$ cat src/rtl/prog_loader.sv
// Program loader: receives a length-prefixed byte stream, assembles 32-bit
// little-endian instruction words, writes them to instruction memory, and
// holds the core in reset until a complete program is resident.
module prog_loader #(
    parameter int unsigned DEPTH  = 64,
    parameter int unsigned ADDR_W = 6
) (
    input  logic              CLK,
    input  logic              rst,
    input  logic              start,
    input  logic [7:0]        rx_data,
    input  logic              rx_valid,
    output logic              rx_ready,
    output logic              mem_we,
    output logic [ADDR_W-1:0] mem_addr,
    output logic [31:0]       mem_wdata,
    output logic              cpu_rst,
    output logic              done,
    output logic              err
);

    // Word index needs one extra bit so it can reach DEPTH after the last write.
    localparam int unsigned IDX_W = ADDR_W + 1;

    localparam logic [2:0] S_IDLE = 3'd0;
    localparam logic [2:0] S_LEN0 = 3'd1;
    localparam logic [2:0] S_LEN1 = 3'd2;
    localparam logic [2:0] S_LOAD = 3'd3;
    localparam logic [2:0] S_DONE = 3'd4;
    localparam logic [2:0] S_ERR  = 3'd5;

    logic [2:0]       state;
    logic [2:0]       state_nxt;
    logic [1:0]       byte_cnt;
    logic [IDX_W-1:0] word_idx;
    logic [15:0]      n;
    logic [23:0]      hold;
    logic             xfer;
    logic [15:0]      hdr_len;

    // A byte moves only when the registered ready meets an incoming valid.
    assign xfer    = rx_valid & rx_ready;
    // Full header length as it will look once the high byte is taken.
    assign hdr_len = {rx_data, n[7:0]};

    // State register.
    always_ff @(posedge CLK) begin
        if (rst) begin
            state <= S_IDLE;
        end else begin
            state <= state_nxt;
        end
    end

    // Next-state logic.
    always_comb begin
        state_nxt = state;
        case (state)
            S_IDLE: begin
                if (start) state_nxt = S_LEN0;
            end
            S_LEN0: begin
                if (xfer) state_nxt = S_LEN1;
            end
            S_LEN1: begin
                if (xfer) begin
                    if (hdr_len == 16'd0) begin
                        state_nxt = S_DONE;
                    end else if (hdr_len > 16'(DEPTH)) begin
                        state_nxt = S_ERR;
                    end else begin
                        state_nxt = S_LOAD;
                    end
                end
            end
            S_LOAD: begin
                // word_idx has already advanced past the word being written.
                if (mem_we && (16'(word_idx) == n)) state_nxt = S_DONE;
            end
            S_DONE: begin
                if (start) state_nxt = S_LEN0;
            end
            S_ERR: begin
                state_nxt = S_ERR;
            end
            default: begin
                state_nxt = S_IDLE;
            end
        endcase
    end

    // Registered outputs (decoded from next state) plus header/assembly datapath.
    always_ff @(posedge CLK) begin
        if (rst) begin
            rx_ready  <= 1'b0;
            mem_we    <= 1'b0;
            mem_addr  <= '0;
            mem_wdata <= '0;
            cpu_rst   <= 1'b1;
            done      <= 1'b0;
            err       <= 1'b0;
            byte_cnt  <= '0;
            word_idx  <= '0;
            n         <= '0;
            hold      <= '0;
        end else begin
            rx_ready <= (state_nxt == S_LEN0) || (state_nxt == S_LEN1) ||
                        (state_nxt == S_LOAD);
            cpu_rst  <= (state_nxt != S_DONE);
            done     <= (state_nxt == S_DONE);
            err      <= (state_nxt == S_ERR);
            mem_we   <= 1'b0;

            case (state)
                S_LEN0: begin
                    if (xfer) n[7:0] <= rx_data;
                end
                S_LEN1: begin
                    if (xfer) begin
                        n[15:8]  <= rx_data;
                        byte_cnt <= '0;
                        word_idx <= '0;
                        hold     <= '0;
                    end
                end
                S_LOAD: begin
                    // Bytes arriving in the final write cycle are dropped.
                    if (xfer && (state_nxt == S_LOAD)) begin
                        byte_cnt <= byte_cnt + 2'd1;
                        case (byte_cnt)
                            2'd0: hold[7:0]   <= rx_data;
                            2'd1: hold[15:8]  <= rx_data;
                            2'd2: hold[23:16] <= rx_data;
                            default: begin
                                mem_we    <= 1'b1;
                                mem_addr  <= word_idx[ADDR_W-1:0];
                                mem_wdata <= {rx_data, hold};
                                word_idx  <= word_idx + IDX_W'(1);
                            end
                        endcase
                    end
                end
                default: begin
                end
            endcase
        end
    end

endmodule

$ cat config.mk
export PLATFORM = sky130hd
export DESIGN_NAME = prog_loader
export DESIGN_NICKNAME = d
export VERILOG_FILES = /design/src/rtl/prog_loader.sv
export SDC_FILE = /design/constraint.sdc
export NUM_CORES = 1
export LEC_CHECK = 0
export CORE_ASPECT_RATIO = 1.25
export CORE_MARGIN = 5
export CORE_UTILIZATION = 40
export CTS_BUF_LIST = sky130_fd_sc_hd__clkbuf_16
export DETAILED_ROUTE_END_ITERATION = 6
export PLACE_DENSITY = 0.65
export SYNTH_ARGS = -nofsm -noshare
export SYNTH_HDL_FRONTEND = slang
export SYNTH_SLANG_ARGS = --single-unit
export TNS_END_PERCENT = 100
$ cat constraint.sdc
create_clock -name CLK -period 2.3 [get_ports CLK]
set_input_delay 0.345 -clock CLK [delete_from_list [all_inputs] [get_ports CLK]]
set_output_delay 0.345 -clock CLK [all_outputs]
set_load 0.05 [all_outputs]
Yosys cells after proc, flatten, opt, wreduce, memory -nomap -nowiden

Cells that the tools add are included.

Register bits: 95
Input port bits: 12
Output and inout port bits: 43

Add/subtract/negate cells: 2
Order comparisons: 1
Eq/ne operators: 20
Multiplexer cells: 21
Bitwise logic cells: 4
Reduce and logical (&&, ||, !) cells: 19

Operator list:

| kind                | number |
|---|---|
| $mux 24             | 2 |
| $pmux 24 s2         | 1 |
| $mux 8              | 3 |
| $mux 7              | 3 |
| $mux 3              | 6 |
| $eq 7x16->1         | 1 |
| $gt 16x7->1 const B | 1 |
| $logic_not 16->1    | 1 |
| $reduce_and 4->1    | 4 |
| $pmux 3 s5          | 1 |
| $pmux 7 s2          | 1 |
| $eq 3x2->1 const B  | 4 |
| $eq 3x3->1 const B  | 4 |
| $ne 2x2->1 const B  | 4 |
| $add 7x1->7 const B | 1 |
| $eq 3x1->1 const B  | 2 |
| $reduce_and 3->1    | 2 |
| $reduce_or 3->1     | 2 |
| $mux 2              | 2 |
| $ne 2x1->1 const B  | 2 |
| $pmux 2 s2          | 1 |
| $reduce_and 2->1    | 2 |
| $logic_not 3->1     | 1 |
| $ne 3x3->1 const B  | 1 |
| other kinds (11)    | 15 |

Longest topological paths before layout

Gate-level depths: netlist of run 1.

Depth after elaboration: 9
Gate-level depth with buffers: 8

Worst setup path before layout of run 1

No wires, ideal clock.

Path kind: reg2reg
From: reg mem_we
To: reg word_idx[1]
Library setup time: 121 ps
Arrival time: 2184 ps
Required time: 2179 ps
Slack: -6 ps
Stages on the path, launching flop included: 7
Path buffers: 1
Period minus slack after synthesis: 2306 ps
Cells stage by stage: dfxtp_1 -> or4b_4 -> nor4_4 -> and4_1 -> buf_4 -> nor2_1 -> mux2_4

Cells in the longest elaborated chain, start to end: 7

Ends and longest elaborated chain:

| item                       | RTL line | RTL |
|---|---|---|
| from (decl)                | 14       | `output logic mem_we,` |
| from (signal assigned)     | 96       | `mem_we <= 1'b0;` |
| from (signal assigned)     | 112      | `mem_we <= 1'b0;` |
| from (signal assigned)     | 135      | `mem_we <= 1'b1;` |
| $logic_and 1x1->1          | 78       | `if (mem_we && (16'(word_idx) == n)) state_nxt = S_DONE;` |
| $mux 3                     | 78       |  |
| $pmux 3 s5                 | 58       | `case (state)` |
| $eq 3x2->1                 | 128      | `if (xfer && (state_nxt == S_LOAD)) begin` |
| $logic_and 1x1->1          | 128      |  |
| $ne 2x2->1 (no line)       | n/a      |  |
| $reduce_and 4->1 (no line) | n/a      |  |
| to (signal assigned)       | 138      | `word_idx <= word_idx + IDX_W'(1);` |
| to (decl)                  | 35       | `logic [IDX_W-1:0] word_idx;` |

Every way passes these cells.
A chain may end at the register's enable or synchronous reset.

Final worst setup path of run 1

From: reg n[11]
To: reg word_idx[5]

Cells in the longest elaborated chain, start to end: 8

Ends and longest elaborated chain:

| item                       | RTL line | RTL |
|---|---|---|
| from (decl)                | 36       | `logic [15:0] n;` |
| from (signal assigned)     | 120      | `n[15:8] <= rx_data;` |
| $eq 7x16->1                | 78       |  |
| $logic_and 1x1->1          | 78       |  |
| $mux 3                     | 78       |  |
| $pmux 3 s5                 | 58       |  |
| $eq 3x2->1                 | 128      |  |
| $logic_and 1x1->1          | 128      |  |
| $ne 2x2->1 (no line)       | n/a      |  |
| $reduce_and 4->1 (no line) | n/a      |  |

Every way passes these cells.

==> results of run 1 <==
layer usage:
layer  vias to the layer above  GRT usage (%)  share of wire [%]
li1                       1885              -                  -
met1                      1827           22.3                 41
met4                         0           8.15                2.7
met2                       124           32.3                 51
met3                        22           4.54                5.3
met5                         -              0                  0
per-stage QoR:
| step | utilization (%) | hold slack, ps | total power, W | setup slack [ps] |
|---|---|---|---|---|
| floorplan | - | 431 | 0.00178 | 140 |
| global placement | 48.0 | 440 | 0.00186 | 206 |
| detailed placement | 48.0 | 443 | 0.00186 | 154 |
| CTS | 51.1 | 409 | 0.00340 | 116 |
| global route | 51.1 | 426 | 0.00349 | 43.6 |
| finish | 51.1 | 418 | 0.00338 | 125 |
cell usage after synthesis, types with 2 or more instances:
cell type | number | area [um^2]
nand2b_1 | 3 | 18.8
nor2b_1 | 2 | 12.5
inv_1 | 6 | 22.5
nor2_1 | 18 | 67.6
or3_1 | 2 | 12.5
buf_6 | 4 | 45.0
nand3_1 | 44 | 220
and2_1 | 7 | 43.8
and4_1 | 3 | 26.3
dfxtp_1 | 95 | 1900
nand2_1 | 26 | 97.6
o21ai_1 | 39 | 195
and3b_1 | 2 | 17.5
nand4_1 | 32 | 200
o31ai_1 | 2 | 15.0
a21oi_1 | 77 | 385
nor3_1 | 2 | 10.0
mux2i_1 | 10 | 100
nor4_1 | 5 | 31.3
clkbuf_1 | 28 | 105
xor2_1 | 7 | 61.3
ha_1 | 5 | 62.6
o21ai_0 | 3 | 15.0
a31oi_1 | 2 | 12.5
buf_1 | 8 | 30.0
or4_1 | 2 | 15.0
a211oi_1 | 2 | 15.0
o211ai_1 | 26 | 195
and3_1 | 3 | 18.8
buf_2 | 2 | 10.0
buf_4 | 4 | 30.0
worst max-delay path: stages (launching register included):
cell	delay [ps]
dfxtp_1	310
or4b_4	570
nor4_4	340
and4_1	350
buf_12	200
or3_1	150
mux2i_1	190
kinds of logic (layout without fill, tap and decap cells):
kind of cell / count (synthesis) / after routing / share of synthesized area, %
mux: 11 / 11 / 2.77
flops: 95 / 95 / 45.8
simple gates: 160 / 160 / 21.5
compound gates: 156 / 156 / 21.2
buf+inv: 52 / 103 / 5.84
fa+ha+maj: 5 / 5 / 1.51
xor+xnor: 7 / 7 / 1.48
final cells by class:
class                           instances  area [um^2]  area share [%]
Multi-Input combinational cell        339         2020            38.9
Tap cell                              129          161            3.11
Timing Repair Buffer                   81          776            14.9
Sequential cell                        95         1900            36.6
Inverter                                6         22.5           0.434
Clock inverter                          7         87.6            1.69
Clock buffer                            9          225            4.34
placed cells by master, fill, tap and decap left out, drive strengths merged, types with 3 or more instances in the layout:
master,n
dfxtp,95
a21oi,77
clkdlybuf4s50,53
nand3,44
o21ai,42
nand4,32
buf,28
nand2,26
o211ai,26
nor2,18
mux2i,10
clkbuf,9
xor2,7
and2,7
nor4,7
inv,6
ha,5
and4,3
and3,3
nand2b,3
or4,3
nor3,3
a211oi,3
clkinv,3
power by group:
part	leakage, nW	internal (W)	total (W)	switching [W]
registers	0.766	0.00165	0.00167	0.0000146
logic	0.836	0.0000569	0.000156	0.0000991
clock network	0.147	0.000942	0.00155	0.000613
sequential cells by signal (all words and copies together) (netlist names):
signal and flops:
byte_cnt 2, cpu_rst 1, done 1, err 1, hold 24, mem_addr 6, mem_wdata 32, mem_we 1
n 16, rx_ready 1, state 3, word_idx 7
worst min path at each step:
| stage | start | endpoint | slack [ps] | depth (start not counted) |
|---|---|---|---|---|
| after detailed placement | n[12]$_SDFFE_PP0P_ | n[12]$_SDFFE_PP0P_ | 440 | 2 |
| after floorplan | n[12]$_SDFFE_PP0P_ | n[12]$_SDFFE_PP0P_ | 430 | 2 |
| after global placement | n[12]$_SDFFE_PP0P_ | n[12]$_SDFFE_PP0P_ | 440 | 2 |
| after global routing | rst | n[6]$_SDFFE_PP0P_ | 430 | 2 |
| after CTS | rst | n[6]$_SDFFE_PP0P_ | 410 | 2 |
| final | rst | n[6]$_SDFFE_PP0P_ | 420 | 2 |
==> results.yml, run 1 <==
timing:
  rsz0062_at_grt: "false"
  maxSlewHeadroom_pct: 64.9
  finalCritPeriodShare_pct: 94.5
  hold_viol_final: 0
  finalClockSkew_ps: 4.98
  tns_ps: 0
  fin_crit_ps: 2170
  slew_violations: 0
  tightest_slew_ps: 525
  max_freq_mhz: 460
  setup_viol: 0
synthesis:
  ys_seq_area_share_pct: 45.8
  synth_warnings: 0
  synth.distinct_cells: 46
  syn_avg_cell_area_um2: 8.55
  synthFlopType: "dfxtp_1"
  syn-cell-area_um2: 4160
  synthCells: 486
  synth-async-reset-ratio_pct: 0
  synth_enable_flop_cells: 0
  synthesis.nets: 503
  synth-seq-cells: 95
worst_setup_path:
  r2r-end: "word_idx[5]$_SDFFE_PP0P_"
  r2r_cells: 6
  crit_start: "n[11]$_SDFFE_PP0P_"
  critPathKind: "flip-flop to flip-flop"
  path_max_fanout: 25
  cp-start-kind: "flip-flop"
  crit_path_end: "word_idx[5]$_SDFFE_PP0P_"
  rr_startpoint: "n[11]$_SDFFE_PP0P_"
  r2r_slack_ps: 130
  required_ps: 2570
  crit_arrival_ps: 2440
  worst_setup_path_end_kind: "flip-flop"
layout:
  fill_cells: 995
  final_net_count: 549
  n_antenna_cell: 0
  synthToLayoutAreaGrowth_pct: 25.0
  finalNonFillerCells: 666
  drive_gt1_share_pct: 9.68
  design_area_um2: 5190
clocking:
  cts_resized: 0
  post_cts_buffers: 0
  cts_root_buffer: "clkbuf_16"
  worstSkewPairLatency_ps: 340
  cts.path.max_buffers: 2
  ctsHoldBuffers: 0
  cts_tree: "yes"
  cts_buffers: 9
  h-tree-depth: 3
  clock_sinks: 95
  cts.clk_slew.worst_paths_ps: 60
floorplanning:
  rows: 41
  start_util_pct: 40.9
  coreArea_um2: 10200
  ioPinCount: 55
  die_h_um: 124
  dieWidth_um: 101
  dieArea_um2: 12500
min_path:
  hold_path.class: "input pin to flip-flop"
detailed_routing:
  num_vias: 3858
  drt_iter0_drc: 230
  first_pass_iters: 4
  wirelength_um: 11600
  ant_nets: 0
  drcViolationCount: 0
  via_per_inst: 5.79
  avgRoutedWirePerCell_um: 17.3
grt:
  grt_pass1_vias: 3703
  antenna_found_initial: 0
  grt_use_total_pct: 18.8
  grt_max_degree: 47
  grt_first_pass_wirelength_um: 18600
  overflow: 0
place:
  routabilityCongestion: 0.881
  port_buffers: 54
  dp_cells: 650
  hpwl_um: 7810
  place_area_um2: 4870
job:
  maxCapViolCount: 0
power:
  peakVddDrop_mv: 0.394
  power.density_nw_per_um2: 651
  leakage_nw: 1.75
outcome:
  status: "finished, final reports clean"
Power figures use the tool's default switching activity.
==> run 2: changes to the inputs <==
--- a/config.mk
+++ b/config.mk
@@ -5,12 +5,12 @@
 export SDC_FILE = /design/constraint.sdc
 export NUM_CORES = 1
 export LEC_CHECK = 0
-export CORE_ASPECT_RATIO = 1.25
 export CORE_MARGIN = 5
 export CORE_UTILIZATION = 40
 export CTS_BUF_LIST = sky130_fd_sc_hd__clkbuf_16
 export DETAILED_ROUTE_END_ITERATION = 6
 export PLACE_DENSITY = 0.65
+export SKIP_CTS_REPAIR_TIMING = 1
 export SYNTH_ARGS = -nofsm -noshare
 export SYNTH_HDL_FRONTEND = slang
 export SYNTH_SLANG_ARGS = --single-unit
==> constraint.sdc (replaced) <==
create_clock -name CLK -period 2.26 [get_ports CLK]
set_input_delay 0.339 -clock CLK [delete_from_list [all_inputs] [get_ports CLK]]
set_output_delay 0.339 -clock CLK [all_outputs]
set_load 0.05 [all_outputs]
==> results.yml, run 2 (synthesis results as in run 1) <==
outcome:
  status: "finished, final reports clean"
layout:
  final_util_pct: 50.9
  final_net_count: 553
  drive_gt1_share_pct: 10.2
  synthToLayoutAreaGrowth_pct: 25.3
  largest_reg_flops: 32
  final_cell_mix: "dfxtp_1, a21oi_1, clkdlybuf4s50_1"
  top_register: "mem_wdata"
  largestRegisters: "mem_wdata (32), hold (24), n (16)"
  n_antenna_cell: 0
  final_common_cell: "dfxtp_1"
floorplanning:
  dieWidth_um: 112
  coreArea_um2: 10200
  start_util_pct: 40.6
  die_h_um: 112
  rows: 37
  ioPinCount: 55
  dieArea_um2: 12500
power:
  peakVddDrop_mv: 0.392
  p_int_w: 0.00259
  power.share.switching_pct: 22.8
  leakage_nw: 1.76
  p_sw_w: 0.000764
  combinationalPowerShare_pct: 4.7
  power.density_nw_per_um2: 644
  power_frac_clock_pct: 44.7
  seqPwrFrac_pct: 50.6
worst_setup_path:
  crit_start: "n[11]$_SDFFE_PP0P_"
  r2r-end: "word_idx[1]$_SDFFE_PP0P_"
  rr_startpoint: "n[11]$_SDFFE_PP0P_"
  r2r_slack_ps: 90
  required_ps: 2490
  critPathKind: "flip-flop to flip-flop"
  max_stage_delay_ps: 570
  critical_path.slowest_cell: "or4b_4"
  cp-start-kind: "flip-flop"
  r2r_cells: 5
  path_max_fanout: 7
  path_cells: "or4b_4, nor4_4, and4_2, nor2_1, mux2_4"
  crit_arrival_ps: 2400
  worst_setup_path_end_kind: "flip-flop"
clocking:
  h-tree-depth: 3
  cts_root_buffer: "clkbuf_16"
  cts_tree: "yes"
  cts.clk_slew.worst_paths_ps: 70
  worstSkewPairLatency_ps: 340
  cts_buffers: 9
  clock_sinks: 95
  cts.path.max_buffers: 2
timing:
  fin_crit_ps: 2170
  max_freq_mhz: 460
  slew_violations: 0
  tightest_slew_ps: 551
  maxSlewHeadroom_pct: 63.3
  hold_viol_final: 0
  setup_viol: 0
  finalClockSkew_ps: 4.29
  finalCritPeriodShare_pct: 96.1
  rsz0062_at_grt: "false"
  fin_hold_ws_ps: 455
  tns_ps: 0
grt:
  grt_first_pass_wirelength_um: 18800
  grt_pass1_vias: 3702
  overflow: 0
  grt_max_degree: 44
  grt_use_total_pct: 18.4
  antenna_found_initial: 0
detailed_routing:
  avgRoutedWirePerCell_um: 17.0
  via_per_inst: 5.69
  num_vias: 3854
  drcViolationCount: 0
  first_pass_iters: 4
  drt_iter0_drc: 300
  wirelength_um: 11500
  ant_nets: 0
place:
  routabilityCongestion: 0.895
  port_buffers: 54
  hpwl_um: 7860
min_path:
  hold_path.class: "flip-flop to flip-flop"
  min_to: "n[12]$_SDFFE_PP0P_"
  hold_depth: 2
  hold_start: "n[12]$_SDFFE_PP0P_"
job:
  maxCapViolCount: 0
==> run 2: how the worst max path moves through the flow <==
stage | end | slack (ps) | depth (start not counted)
after floorplan | word_idx[1]$_SDFFE_PP0P_ | 100 | 6
final | word_idx[1]$_SDFFE_PP0P_ | 90 | 5
after global placement | word_idx[1]$_SDFFE_PP0P_ | 130 | 5
after CTS | word_idx[1]$_SDFFE_PP0P_ | 40 | 5
after detailed placement | word_idx[1]$_SDFFE_PP0P_ | 50 | 5
after global routing | mem_wdata[26]$_SDFFE_PP0P_ | 30 | 6
==> run 2: layer usage <==
layer,vias up,track usage [%],part of all wire [%]
li1,1892,-,-
met1,1808,24.5,45
met2,133,29.2,46
met3,21,3.70,6.6
met4,0,7.45,2.1
met5,-,0,0
==> run 2: layout make-up <==
cell class / instances / area (um^2)
Inverter: 6 / 22.5
Sequential cell: 95 / 1900
Multi-Input combinational cell: 339 / 2020
Tap cell: 136 / 170
Clock inverter: 7 / 63.8
Clock buffer: 9 / 225
Fill cell: 967 / 5020
Timing Repair Buffer: 85 / 806
==> run 2: power by group through the flow <==
stage	Combinational [W]	Clock (W)	Sequential, W
after floorplan	0.0000755	0	0.00173
after global placement	0.000154	0	0.00173
after detailed placement	0.000155	0	0.00173
after CTS	0.000157	0.00152	0.00170
after global routing	0.000169	0.00159	0.00170
final	0.000158	0.00150	0.00170
==> run 2: per-stage QoR <==
stage / cells / area, um^2 / worst slack (ps) / total power (W)
2_1_floorplan: 486 / 4160 / 100 / 0.00181
3_3_place_gp: 660 / 4910 / 125 / 0.00189
3_5_place_dp: 660 / 4910 / 54.3 / 0.00189
4_1_cts: 676 / 5190 / 35.1 / 0.00337
5_1_grt: 677 / 5210 / 34.3 / 0.00346
6_report: 677 / 5210 / 87.9 / 0.00335
==> run 2: critical path: cells and delay by family (launching register included) <==
kind / cells / cell delay (ps)
AND/OR/NAND/NOR: 4 / 1440
flip-flops: 1 / 310
multiplexers: 1 / 310
==> run 3: changes to the inputs <==
--- a/config.mk
+++ b/config.mk
@@ -5,6 +5,7 @@
 export SDC_FILE = /design/constraint.sdc
 export NUM_CORES = 1
 export LEC_CHECK = 0
+export ABC_CLOCK_PERIOD_IN_PS = 2260
 export CORE_MARGIN = 5
 export CORE_UTILIZATION = 40
 export CTS_BUF_LIST = sky130_fd_sc_hd__clkbuf_16
==> results of run 3 <==
The final DEF is identical to that of run 2; final timing and power are the same.
